`src/rtl/instr_fetch.sv`:
```
// rtl/instr_fetch.sv - instruction fetch stage: sequential PC requests, in-order response buffer, redirect flush
module instr_fetch #(
    parameter logic [31:0] RESET_PC = 32'h0000_0000,
    parameter int          DEPTH    = 2
) (
    input  logic        clk,
    input  logic        rst,
    output logic        imem_req_valid,
    output logic [31:0] imem_req_addr,
    input  logic        imem_req_ready,
    input  logic        imem_rsp_valid,
    input  logic [31:0] imem_rsp_data,
    input  logic        redirect_valid,
    input  logic [31:0] redirect_pc,
    output logic        out_valid,
    input  logic        out_ready,
    output logic [31:0] out_pc,
    output logic [31:0] out_instr,
    output logic [6:0]  out_opcode
);
    localparam int            AW      = $clog2(DEPTH);
    localparam int            CW      = AW + 1;
    localparam logic [CW:0]   CAP     = (CW + 1)'(DEPTH);
    localparam logic [CW-1:0] ONE     = CW'(1);
    localparam logic [AW-1:0] PTR_ONE = AW'(1);

    logic [31:0]   pc_q, pc_d;
    logic [CW-1:0] inflight_q, inflight_d;
    logic [CW-1:0] drop_q, drop_d;
    logic [CW-1:0] cnt_q, cnt_d;
    logic [AW-1:0] pq_wr_q, pq_wr_d, pq_rd_q, pq_rd_d;
    logic [AW-1:0] of_wr_q, of_wr_d, of_rd_q, of_rd_d;
    logic [31:0]   pq_mem_q   [DEPTH];
    logic [31:0]   of_pc_q    [DEPTH];
    logic [31:0]   of_instr_q [DEPTH];

    logic          req_fire, rsp_take, rsp_keep, pop;
    logic [CW:0]   occupancy;

    always_comb begin
        pop       = (cnt_q != '0) && out_ready && !redirect_valid;
        // A slot popped this cycle is free before any new response can land, so it is credited
        // here; this is what sustains one instruction per cycle with DEPTH=2.
        occupancy = {1'b0, inflight_q} + {1'b0, cnt_q} - {{CW{1'b0}}, pop};
        imem_req_valid = !rst && !redirect_valid && (occupancy < CAP);
        imem_req_addr  = pc_q;
        req_fire  = imem_req_valid && imem_req_ready;
        rsp_take  = imem_rsp_valid && (inflight_q != '0);
        rsp_keep  = rsp_take && (drop_q == '0) && !redirect_valid;

        pc_d = pc_q;
        if (redirect_valid) begin
            pc_d = redirect_pc & ~32'h0000_0003;
        end else if (req_fire) begin
            pc_d = pc_q + 32'd4;
        end

        inflight_d = inflight_q;
        if (req_fire && !rsp_take) begin
            inflight_d = inflight_q + ONE;
        end else if (!req_fire && rsp_take) begin
            inflight_d = inflight_q - ONE;
        end

        // Every request still outstanding after a redirect belongs to the abandoned path.
        drop_d = drop_q;
        if (redirect_valid) begin
            drop_d = inflight_d;
        end else if (rsp_take && (drop_q != '0)) begin
            drop_d = drop_q - ONE;
        end

        pq_wr_d = req_fire ? pq_wr_q + PTR_ONE : pq_wr_q;
        pq_rd_d = rsp_take ? pq_rd_q + PTR_ONE : pq_rd_q;

        of_wr_d = of_wr_q;
        of_rd_d = of_rd_q;
        cnt_d   = cnt_q;
        if (redirect_valid) begin
            of_wr_d = '0;
            of_rd_d = '0;
            cnt_d   = '0;
        end else begin
            if (rsp_keep) of_wr_d = of_wr_q + PTR_ONE;
            if (pop)      of_rd_d = of_rd_q + PTR_ONE;
            if (rsp_keep && !pop) begin
                cnt_d = cnt_q + ONE;
            end else if (!rsp_keep && pop) begin
                cnt_d = cnt_q - ONE;
            end
        end

        out_valid  = (cnt_q != '0);
        out_pc     = of_pc_q[of_rd_q];
        out_instr  = of_instr_q[of_rd_q];
        out_opcode = out_instr[6:0];
    end

    always_ff @(posedge clk or posedge rst) begin
        if (rst) begin
            pc_q       <= RESET_PC;
            inflight_q <= '0;
            drop_q     <= '0;
            cnt_q      <= '0;
            pq_wr_q    <= '0;
            pq_rd_q    <= '0;
            of_wr_q    <= '0;
            of_rd_q    <= '0;
            for (int i = 0; i < DEPTH; i++) begin
                pq_mem_q[i]   <= '0;
                of_pc_q[i]    <= '0;
                of_instr_q[i] <= '0;
            end
        end else begin
            pc_q       <= pc_d;
            inflight_q <= inflight_d;
            drop_q     <= drop_d;
            cnt_q      <= cnt_d;
            pq_wr_q    <= pq_wr_d;
            pq_rd_q    <= pq_rd_d;
            of_wr_q    <= of_wr_d;
            of_rd_q    <= of_rd_d;
            if (req_fire) begin
                pq_mem_q[pq_wr_q] <= pc_q;
            end
            if (rsp_keep) begin
                of_pc_q[of_wr_q]    <= pq_mem_q[pq_rd_q];
                of_instr_q[of_wr_q] <= imem_rsp_data;
            end
        end
    end

endmodule

```
`config.mk`:
```
export PLATFORM = sky130hd
export DESIGN_NAME = instr_fetch
export DESIGN_NICKNAME = d
export VERILOG_FILES = /design/src/rtl/instr_fetch.sv
export SDC_FILE = /design/constraint.sdc
export NUM_CORES = 1
export LEC_CHECK = 0
export ABC_AREA = 1
export BUFFER_PORTS_ARGS = -buffer_cell sky130_fd_sc_hd__buf_2
export CELL_PAD_IN_SITES_DETAIL_PLACEMENT = 1
export CELL_PAD_IN_SITES_GLOBAL_PLACEMENT = 1
export CORE_ASPECT_RATIO = 1.4
export CORE_UTILIZATION = 25
export DETAILED_ROUTE_END_ITERATION = 7
export GPL_TIMING_DRIVEN = 0
export PLACE_DENSITY_LB_ADDON = 0.25
export REMOVE_ABC_BUFFERS = 1
export SLEW_MARGIN = 20
export SYNTH_ARGS = -nofsm -noshare
export SYNTH_HDL_FRONTEND = slang
export SYNTH_SLANG_ARGS = --single-unit
```
`constraint.sdc`:
```
create_clock -name clk -period 8.8 [get_ports clk]
set_input_delay 0.88 -clock clk [delete_from_list [all_inputs] [get_ports clk]]
set_output_delay 0.88 -clock clk [all_outputs]
set_load 0.01 [all_outputs]
```
==> results of run 1 <==
path summary, 6_finish.rpt:
kind / depth (start not counted) / to
max: 12 / imem_req_addr[7]$_DFFE_PP0P_
min: 2 / inflight_q[1]$_DFF_PP0_
max reg2reg: 14 / imem_req_addr[7]$_DFFE_PP0P_
min reg2reg: 2 / of_instr_q[63]$_DFFE_PP0P_
max in group asynchronous: 3 / of_instr_q[38]$_DFFE_PP0P_
min in group clk: 2 / of_instr_q[63]$_DFFE_PP0P_
cells by family (layout without fill, tap and decap cells):
logic type               after synthesis  count (layout)  synth area share [%]
AO/OA/AOI/OAI                        222             222                  12.4
multiplexers                          31              31                  3.26
AND/OR/NAND/NOR                      620             620                  22.6
flip-flops                           224             224                  52.3
adder cells (fa/ha/maj)                6               6                 0.770
buffers and inverters                182             334                  7.70
XOR/XNOR                              12              12                 0.980
other                                  1               4                0.0350
layout by cell type (no fill, tap or decap), types with 4 or more instances in the layout:
master       n
clkinv_2     4
buf_2      168
nor2_4       4
inv_1      102
clkbuf_8     6
o21ai_0    108
clkbuf_16   27
buf_12       7
bufinv_16    4
mux2_2      31
a31oi_1     60
o21ai_2     30
xor2_1      11
o211ai_1     7
nand2_1    458
buf_16       5
o21ai_1     10
conb_1       4
dfrtp_1    222
ha_1         5
nor2_1     112
nand3_1     34
registers in the layout, indices dropped and copies added, names as in the netlist:
name	count
of_rd_q	1
drop_q	2
inflight_q	2
of_wr_q	1
imem_req_addr	30
pq_rd_q	1
pq_mem_q	60
of_instr_q	64
of_pc_q	60
cnt_q	2
pq_wr_q	1
final cells by class:
cell class	instances	area share, %
tap	546	5.22
clock inverter	11	1.28
clock buffer	36	5.88
timing repair buffer	180	8.55
inverter	107	3.17
sequential	224	42.9
multi-input combinational	895	33.0
per-stage QoR:
| stage | setup TNS [ns] | instance area (µm²) | setup slack [ns] | power [µW] | std cells |
|---|---|---|---|---|---|
| after floorplan | 0 | 10300 | 1.79 | 2490 | 1226 |
| after global placement | -326.16 | 11800 | -1.49 | 3010 | 1940 |
| after detailed placement | 0 | 12100 | 3.80 | 3090 | 1952 |
| after CTS | 0 | 13100 | 4.38 | 4290 | 1999 |
| after global routing | 0 | 13100 | 4.11 | 4540 | 1999 |
| final | 0 | 13100 | 4.48 | 4190 | 1999 |
worst register-to-register path, delay by kind of cell, from the launching register on:
kind	cells	cell delay [ns]
buffers and inverters	2	0.49
DFF	1	0.38
and+or+nand+nor	10	2.22
adders and majority gates	2	0.79
layer usage:
layer / share of wire (%) / vias up
met3: 4.1 / 37
met2: 52 / 134
met4: 2.0 / 0
met5: 0 / -
met1: 42 / 4297
li1: - / 4417
power groups by stage:
stage / combinational, µW / clock [µW] / sequential [µW]
2_1_floorplan: 866 / 0 / 1620
3_3_place_gp: 1310 / 0 / 1690
3_5_place_dp: 1430 / 0 / 1660
4_1_cts: 1430 / 1220 / 1640
5_1_grt: 1600 / 1250 / 1690
6_report: 1390 / 1170 / 1630
==> impl_metrics.tcl, run 1 <==
set metrics [dict create \
    dr_total_vias 8885 \
    holdCritPathClass "in2async" \
    routed_wl_um 32200 \
    place.gp.congestion 0.788 \
    drive_gt1_share_pct 20.7 \
    gr-usage-met3_pct 2.41 \
    p_leak_uw 0.00631 \
    grt_use_met2_pct 28.0 \
    synthFlopType "dfrtp_1" \
    syn_area_um2 10700 \
    cts_setup_buffers 0 \
    cts_buffers 26 \
    grt_max_degree 81 \
    seq_area_frac_synth_pct 52.3 \
    path_cells "buf_2 > nor2_1 > ha_1 > or2_2 > fa_1 > nand2_2 > nor2_4 > nand3_2 > nand2_1 > inv_1 > nand2_1 > nand3_1" \
    run_status "finished clean" \
    use_met1_pct 17.8 \
    nets 1510 \
    multiInputGateArea_um2 4320 \
    io_pins 175 \
    async_flop_share_pct 100 \
    post-route-util_pct 31.0 \
    ys_top_cells_by_count "nand2_1, dfrtp_1, nor2_1" \
    yosysUniqueCellTypes 35 \
    grt_pass1_vias 9391 \
    p_sw_share_pct 36.2 \
    yosysTopAreaCell "dfrtp_1" \
    combPwrFrac_pct 33.1 \
    overflow 0 \
    pwr-share-clk_pct 28.0 \
    core_area_um2 42200 \
    crit_buf_inv 2 \
    track_usage_pct 15.2 \
    crit_slowest_cell "nand2_1" \
    startpoint "redirect_valid" \
    worstPathMaxFanout 37 \
    clkLatencyLatePin_ns 0.54 \
    grt_pass1_wl_um 51900 \
    timing.rr.start "cnt_q[0]$_DFFE_PP0P_" \
    synth_area_leaders "dfrtp_1, nand2_1, o21ai_0" \
    dp_hpwl_um 23300 \
    die_h_um 247 \
    row_count 89 \
    cts_buffer_depth 3 \
    die_w_um 177 \
    timing.final.crit_share_pct 49.1 \
    yosys_warnings 0 \
    drc 0 \
    ant_nets 0 \
    grt_antenna_before_repair 0 \
    clockRootBuffer "clkbuf_16" \
    busiest_layer "met2" \
    yosysMostFrequentCell "nand2_1" \
    wl_per_cell_um 16.1 \
    power_switching_uw 1520 \
    clkTransAtPathRegs_ns 0.06 \
    die_area_um2 43700 \
    drtIter0Drc 285 \
    yosysTopAreaCellShare_pct 52.3 \
    initial_core_util_pct 25.4 \
    r2r_slack_ns 4.79 \
    rsz0062_at_grt "false" \
    cp.required_ns 9.21 \
    min_period_ns 4.32 \
    cts_tree "yes" \
    synthToLayoutAreaGrowth_pct 22.1 \
    dr.pass1.iters 4 \
    fmax_mhz 232 \
    start_kind "primary input" \
    synth-seq-cells 224 \
    clkSinkCount 224 \
    ctsHoldBuffers 0 \
    critPathKind "in2reg" \
    endpoint_kind "flip-flop" \
    n_antenna_cell 0 \
    cap_violations 0 \
    syn_inst 1298 \
    max_stage_delay_ns 0.91 \
    worst_pin_slew_ns 1.05 \
    hold_viol_final 0 \
    p_int_uw 2670 \
    io_buffers 168 \
    peakVddDrop_uv 130 \
    finClkSkew_ns 0.00860 \
    cp.arrival_ns 4.72 \
    regArea_um2 5610 \
    synth_enable_flop_cells 0 \
    holdWs_ns 0.427 \
    htreeDepth 1 \
    p_per_area_nw_per_um2 320 \
    avgSynthCellArea_um2 8.26 \
    seq_power_share_pct 39.0 \
    drv_slew 0 \
    cts_resized 0 \
    slew_headroom_pct 29.5 \
    fillCellCount 5063 \
    path_delay_family "simple AND/OR/NAND/NOR gates" \
    viasPerCell 4.44 \
    crit_top_cell "nand2_1" \
    setup_viol 0 \
]
Note: power is estimated with default switching activity, not from simulation.
==> inputs of run 2 (changes only) <==
==> constraint.sdc (replaced) <==
create_clock -name clk -period 3.8 [get_ports clk]
set_input_delay 0.38 -clock clk [delete_from_list [all_inputs] [get_ports clk]]
set_output_delay 0.38 -clock clk [all_outputs]
set_load 0.01 [all_outputs]
==> impl_metrics.tcl, run 2 (synthesized netlist as in run 1, its figures left out) <==
set metrics [dict create \
    run_status "finished clean" \
    setup_viol 0 \
    r2r_slack_ns 0.45 \
    max_stage_delay_ns 0.50 \
    worstPathMaxFanout 34 \
    crit_top_cell "nand2_1" \
    min_period_ns 3.35 \
    row_count 89 \
    slew_headroom_pct 46.6 \
    cap_violations 0 \
    ant_nets 0 \
    cp_num_cells 14 \
    die_w_um 177 \
    holdWs_ns 0.0608 \
    startpoint "cnt_q[0]$_DFFE_PP0P_" \
    grt_antenna_before_repair 0 \
    p_leak_uw 0.00631 \
    finClkSkew_ns 0.00825 \
    die_area_um2 43700 \
    dp_hpwl_um 23300 \
    start_kind "flip-flop" \
    initial_core_util_pct 25.4 \
    grt_pass1_vias 9399 \
    layout_commonest_cell "nand2_1" \
    cts_buffer_depth 3 \
    largest_register "of_instr_q" \
    critPathKind "reg2reg" \
    crit_slowest_cell "fa_1" \
    viasPerCell 4.44 \
    worst_pin_slew_ns 0.800 \
    p_per_area_nw_per_um2 741 \
    cts_buffers 26 \
    htreeDepth 1 \
    rsz0062_at_grt "false" \
    cp.required_ns 4.22 \
    n_antenna_cell 0 \
    reg2reg_to "pq_mem_q[60]$_DFFE_PP0P_" \
    hold_viol_final 0 \
    clkTransAtPathRegs_ns 0.06 \
    overflow 0 \
    io_buffers 168 \
    place.gp.congestion 0.788 \
    core_area_um2 42200 \
    reg2reg_depth 14 \
    clockRootBuffer "clkbuf_16" \
    routed_wl_um 32200 \
    path_delay_family "simple AND/OR/NAND/NOR gates" \
    grt_max_degree 81 \
    reg_top3 "of_instr_q: 64 flops, of_pc_q: 60 flops, pq_mem_q: 60 flops" \
    peakVddDrop_uv 302 \
    fmax_mhz 298 \
    drive_gt1_share_pct 20.8 \
    drtIter0Drc 299 \
    cts_tree "yes" \
    wl_per_cell_um 16.1 \
    io_pins 175 \
    drv_slew 0 \
    dr_total_vias 8884 \
    clkLatencyLatePin_ns 0.54 \
    timing.rr.start "cnt_q[0]$_DFFE_PP0P_" \
    timing.final.crit_share_pct 88.2 \
    power_uw 9730 \
    drc 0 \
    endpoint_kind "flip-flop" \
    die_h_um 247 \
    endpoint "pq_mem_q[60]$_DFFE_PP0P_" \
    final_cell_mix "nand2_1, dfrtp_1, buf_2" \
    track_usage_pct 15.2 \
    crit_buf_inv 2 \
    synthToLayoutAreaGrowth_pct 22.4 \
    cp.arrival_ns 3.77 \
    fillCellCount 5059 \
    largest_reg_flops 64 \
    tns_ns 0 \
    path_cells "inv_1 > nand2_1 > nand2_1 > nor2_1 > ha_1 > or2_2 > fa_1 > nand2_2 > nor2_4 > nand3_4 > or2_4 > buf_12 > nand2_1 > o21ai_2" \
    nets 1511 \
    grt_pass1_wl_um 51900 \
    clkSinkCount 224 \
    dr.pass1.iters 5 \
    holdCritPathClass "in2reg" \
]
## run 2: final cells by class
class                      instances  area, µm²  area share (%)
tap                              546        683            5.20
clock buffer                      36        769            5.86
sequential                       224       5610            42.7
inverter                         107        423            3.22
multi-input combinational        895       4340            33.1
timing repair buffer             181       1130            8.60
clock inverter                    11        168            1.28
## run 2: report_power, final
part / switching [µW] / leakage, µW / internal (µW)
registers: 519 / 0.00285 / 3270
logic: 1990 / 0.00300 / 1240
clock network: 1030 / 0.000457 / 1690
total: 3530 / 0.00631 / 6200
## run 2: per-stage QoR
step | utilization, % | cell area, µm² | instances | setup WS (ns)
floorplan | - | 10300 | 1226 | -2.71
global placement | 28.0 | 11800 | 1940 | -5.99
detailed placement | 28.8 | 12100 | 1952 | -0.696
CTS | 31.1 | 13100 | 2000 | 0.0583
global route | 31.1 | 13100 | 2000 | 0.201
finish | 31.1 | 13100 | 2000 | 0.447
## run 2: worst register-to-register path: cells and delay by family (launching register included)
| family | cells | cell delay (ns) |
|---|---|---|
| AOI/OAI and AO/OA | 1 | 0.05 |
| adders and majority gates | 2 | 0.79 |
| buffers and inverters | 2 | 0.36 |
| DFF | 1 | 0.38 |
| and+or+nand+nor | 9 | 1.66 |
## run 2: per-layer routing
| metal | wire length (µm) | share of wire, % | GRT usage, % |
|---|---|---|---|
| met1 | 13400 | 42 | 17.8 |
| met2 | 16800 | 52 | 28.0 |
| met3 | 1290 | 4.0 | 2.41 |
| met4 | 696 | 2.2 | 4.54 |
| met5 | 0 | 0 | 0 |
## run 2: timing repair
action / in CTS / in global routing
setup endpoints to repair: 50 / 36
hold buffers: 1 / 0
setup buffers: 0 / 0
resized for setup: 3 / 4
hold endpoints to repair: 74 / 0
## run 2: how the worst min path moves through the flow
| stage | slack, ns | cells past startpoint | from | to |
|---|---|---|---|---|
| 3_3_place_gp | 0.46 | 2 | of_instr_q[63]$_DFFE_PP0P_ | of_instr_q[63]$_DFFE_PP0P_ |
| 2_1_floorplan | 0.44 | 2 | of_instr_q[63]$_DFFE_PP0P_ | of_instr_q[63]$_DFFE_PP0P_ |
| 3_5_place_dp | 0.47 | 2 | pq_mem_q[59]$_DFFE_PP0P_ | pq_mem_q[59]$_DFFE_PP0P_ |
| 5_1_grt | 0.05 | 3 | redirect_pc[4] | imem_req_addr[4]$_DFFE_PP0P_ |
| 6_report | 0.06 | 3 | imem_rsp_data[22] | of_instr_q[54]$_DFFE_PP0P_ |
| 4_1_cts | 0.03 | 3 | redirect_pc[4] | imem_req_addr[4]$_DFFE_PP0P_ |
==> inputs of run 3 (changes only) <==
==> constraint.sdc (replaced) <==
create_clock -name clk -period 4.2 [get_ports clk]
set_input_delay 0.42 -clock clk [delete_from_list [all_inputs] [get_ports clk]]
set_output_delay 0.42 -clock clk [all_outputs]
set_load 0.01 [all_outputs]
==> impl_metrics.tcl, run 3 (synthesized netlist as in run 1, its figures left out) <==
set metrics [dict create \
    fillCellCount 5061 \
    dp_hpwl_um 23300 \
    cap_violations 0 \
    grt_max_degree 81 \
    rsz0062_at_grt "false" \
    io_pins 175 \
    row_count 89 \
    clkLatencyLatePin_ns 0.53 \
    dr_total_vias 8893 \
    grt_antenna_before_repair 0 \
    tns_ns 0 \
    start_kind "flip-flop" \
    layout_commonest_cell "nand2_1" \
    largest_reg_flops 64 \
    reg2reg_to "pq_mem_q[4]$_DFFE_PP0P_" \
    drtIter0Drc 291 \
    drc 0 \
    peakVddDrop_uv 273 \
    worstHoldStart "imem_rsp_data[22]" \
    grt_pass1_wl_um 51900 \
    timing.final.crit_share_pct 89.3 \
    largest_register "of_instr_q" \
    cts_tree "yes" \
    critPathKind "reg2reg" \
    crit_slowest_cell "fa_1" \
    startpoint "cnt_q[0]$_DFFE_PP0P_" \
    timing.rr.start "cnt_q[0]$_DFFE_PP0P_" \
    n_antenna_cell 0 \
    die_h_um 247 \
    p_per_area_nw_per_um2 671 \
    crit_buf_inv 2 \
    track_usage_pct 15.2 \
    overflow 0 \
    finClkSkew_ns 0.00819 \
    min_period_ns 3.75 \
    wl_per_cell_um 16.1 \
    htreeDepth 1 \
    final_cell_mix "nand2_1, dfrtp_1, buf_2" \
    path_delay_family "simple AND/OR/NAND/NOR gates" \
    reg_top3 "of_instr_q: 64 flops, of_pc_q: 60 flops, pq_mem_q: 60 flops" \
    clockRootBuffer "clkbuf_16" \
    dr.pass1.iters 4 \
    drv_slew 0 \
    holdCritPathClass "in2reg" \
    design_area_um2 13100 \
    r2r_slack_ns 0.45 \
    clkSinkCount 224 \
    cp.arrival_ns 4.18 \
    cts_setup_buffers 0 \
    grt_pass1_vias 9399 \
    synthToLayoutAreaGrowth_pct 22.2 \
    min_to "of_instr_q[54]$_DFFE_PP0P_" \
    p_leak_uw 0.00631 \
    place.gp.congestion 0.788 \
    cts_buffers 26 \
    die_w_um 177 \
    core_area_um2 42200 \
    post-route-util_pct 31.0 \
    die_area_um2 43700 \
    cts_buffer_depth 3 \
    worst_pin_slew_ns 0.811 \
    nets 1511 \
    slew_headroom_pct 46.0 \
    whs_path_depth 3 \
    cp.required_ns 4.63 \
    ant_nets 0 \
    max_stage_delay_ns 0.50 \
    clkTransAtPathRegs_ns 0.06 \
    viasPerCell 4.45 \
    crit_top_cell "nand2_1" \
    drive_gt1_share_pct 20.8 \
    worstPathMaxFanout 60 \
    dpl_cell_area_um2 12100 \
    io_buffers 168 \
    hold_viol_final 0 \
    fmax_mhz 267 \
    run_status "finished clean" \
    initial_core_util_pct 25.4 \
    reg2reg_depth 13 \
    routed_wl_um 32200 \
    setup_viol 0 \
    path_cells "inv_1 > nand2_1 > nand2_1 > nor2_1 > ha_1 > or2_2 > fa_1 > nand2_2 > nor2_4 > nand3_2 > clkinv_2 > nand2_4 > o21ai_0" \
    endpoint_kind "flip-flop" \
]
## run 3: through the flow
stage | power, µW | setup slack [ns] | cells | hold slack, ns
after floorplan | 5220 | -2.35 | 1226 | 0.442
final | 8790 | 0.451 | 2000 | 0.101
after global placement | 6300 | -5.63 | 1940 | 0.462
after detailed placement | 6470 | -0.336 | 1952 | 0.469
after global routing | 9510 | 0.0438 | 2000 | 0.0866
after CTS | 8990 | 0.0738 | 2000 | 0.0677
## run 3: worst register-to-register path: cells and delay by family (launching register included)
family | cells | cell delay, ns
simple gates | 8 | 1.57
fa+ha+maj | 2 | 0.79
buf+inv | 2 | 0.56
flops | 1 | 0.38
compound gates | 1 | 0.35
## run 3: layout make-up
class | count | area, µm² | share of cell area (%)
sequential | 224 | 5610 | 42.8
clock inverter | 11 | 168 | 1.28
tap | 546 | 683 | 5.22
inverter | 107 | 417 | 3.18
multi-input combinational | 895 | 4320 | 33.0
timing repair buffer | 181 | 1130 | 8.62
clock buffer | 36 | 769 | 5.87
## run 3: worst max path at each step
stage,endpoint,slack [ns],cells past startpoint
global route,pq_mem_q[30]$_DFFE_PP0P_,0.04,13
detailed placement,imem_req_addr[10]$_DFFE_PP0P_,-0.34,12
floorplan,cnt_q[0]$_DFFE_PP0P_,-2.35,1
finish,pq_mem_q[4]$_DFFE_PP0P_,0.45,13
CTS,imem_req_addr[7]$_DFFE_PP0P_,0.07,14
global placement,of_instr_q[50]$_DFFE_PP0P_,-5.63,2
## run 3: where the power goes
part	leakage [µW]	switching, µW	internal, µW	total, µW
Clock	0.000457	931	1520	2460
Combinational	0.00301	1790	1120	2910
Sequential	0.00285	466	2960	3420
Total	0.00631	3180	5600	8790
## run 3: repair_timing
| item | in CTS | in global routing |
|---|---|---|
| setup endpoints to repair | 0 | 32 |
| hold endpoints to repair | 23 | 0 |
| resized for setup | 0 | 2 |
| hold buffers | 1 | 0 |
## run 3: routing by layer
layer | up-vias | GRT usage, % | wire [µm]
li1 | 4418 | - | -
met5 | - | 0 | 0
met4 | 0 | 4.54 | 661
met3 | 37 | 2.41 | 1300
met1 | 4300 | 17.8 | 13400
met2 | 138 | 28.0 | 16800
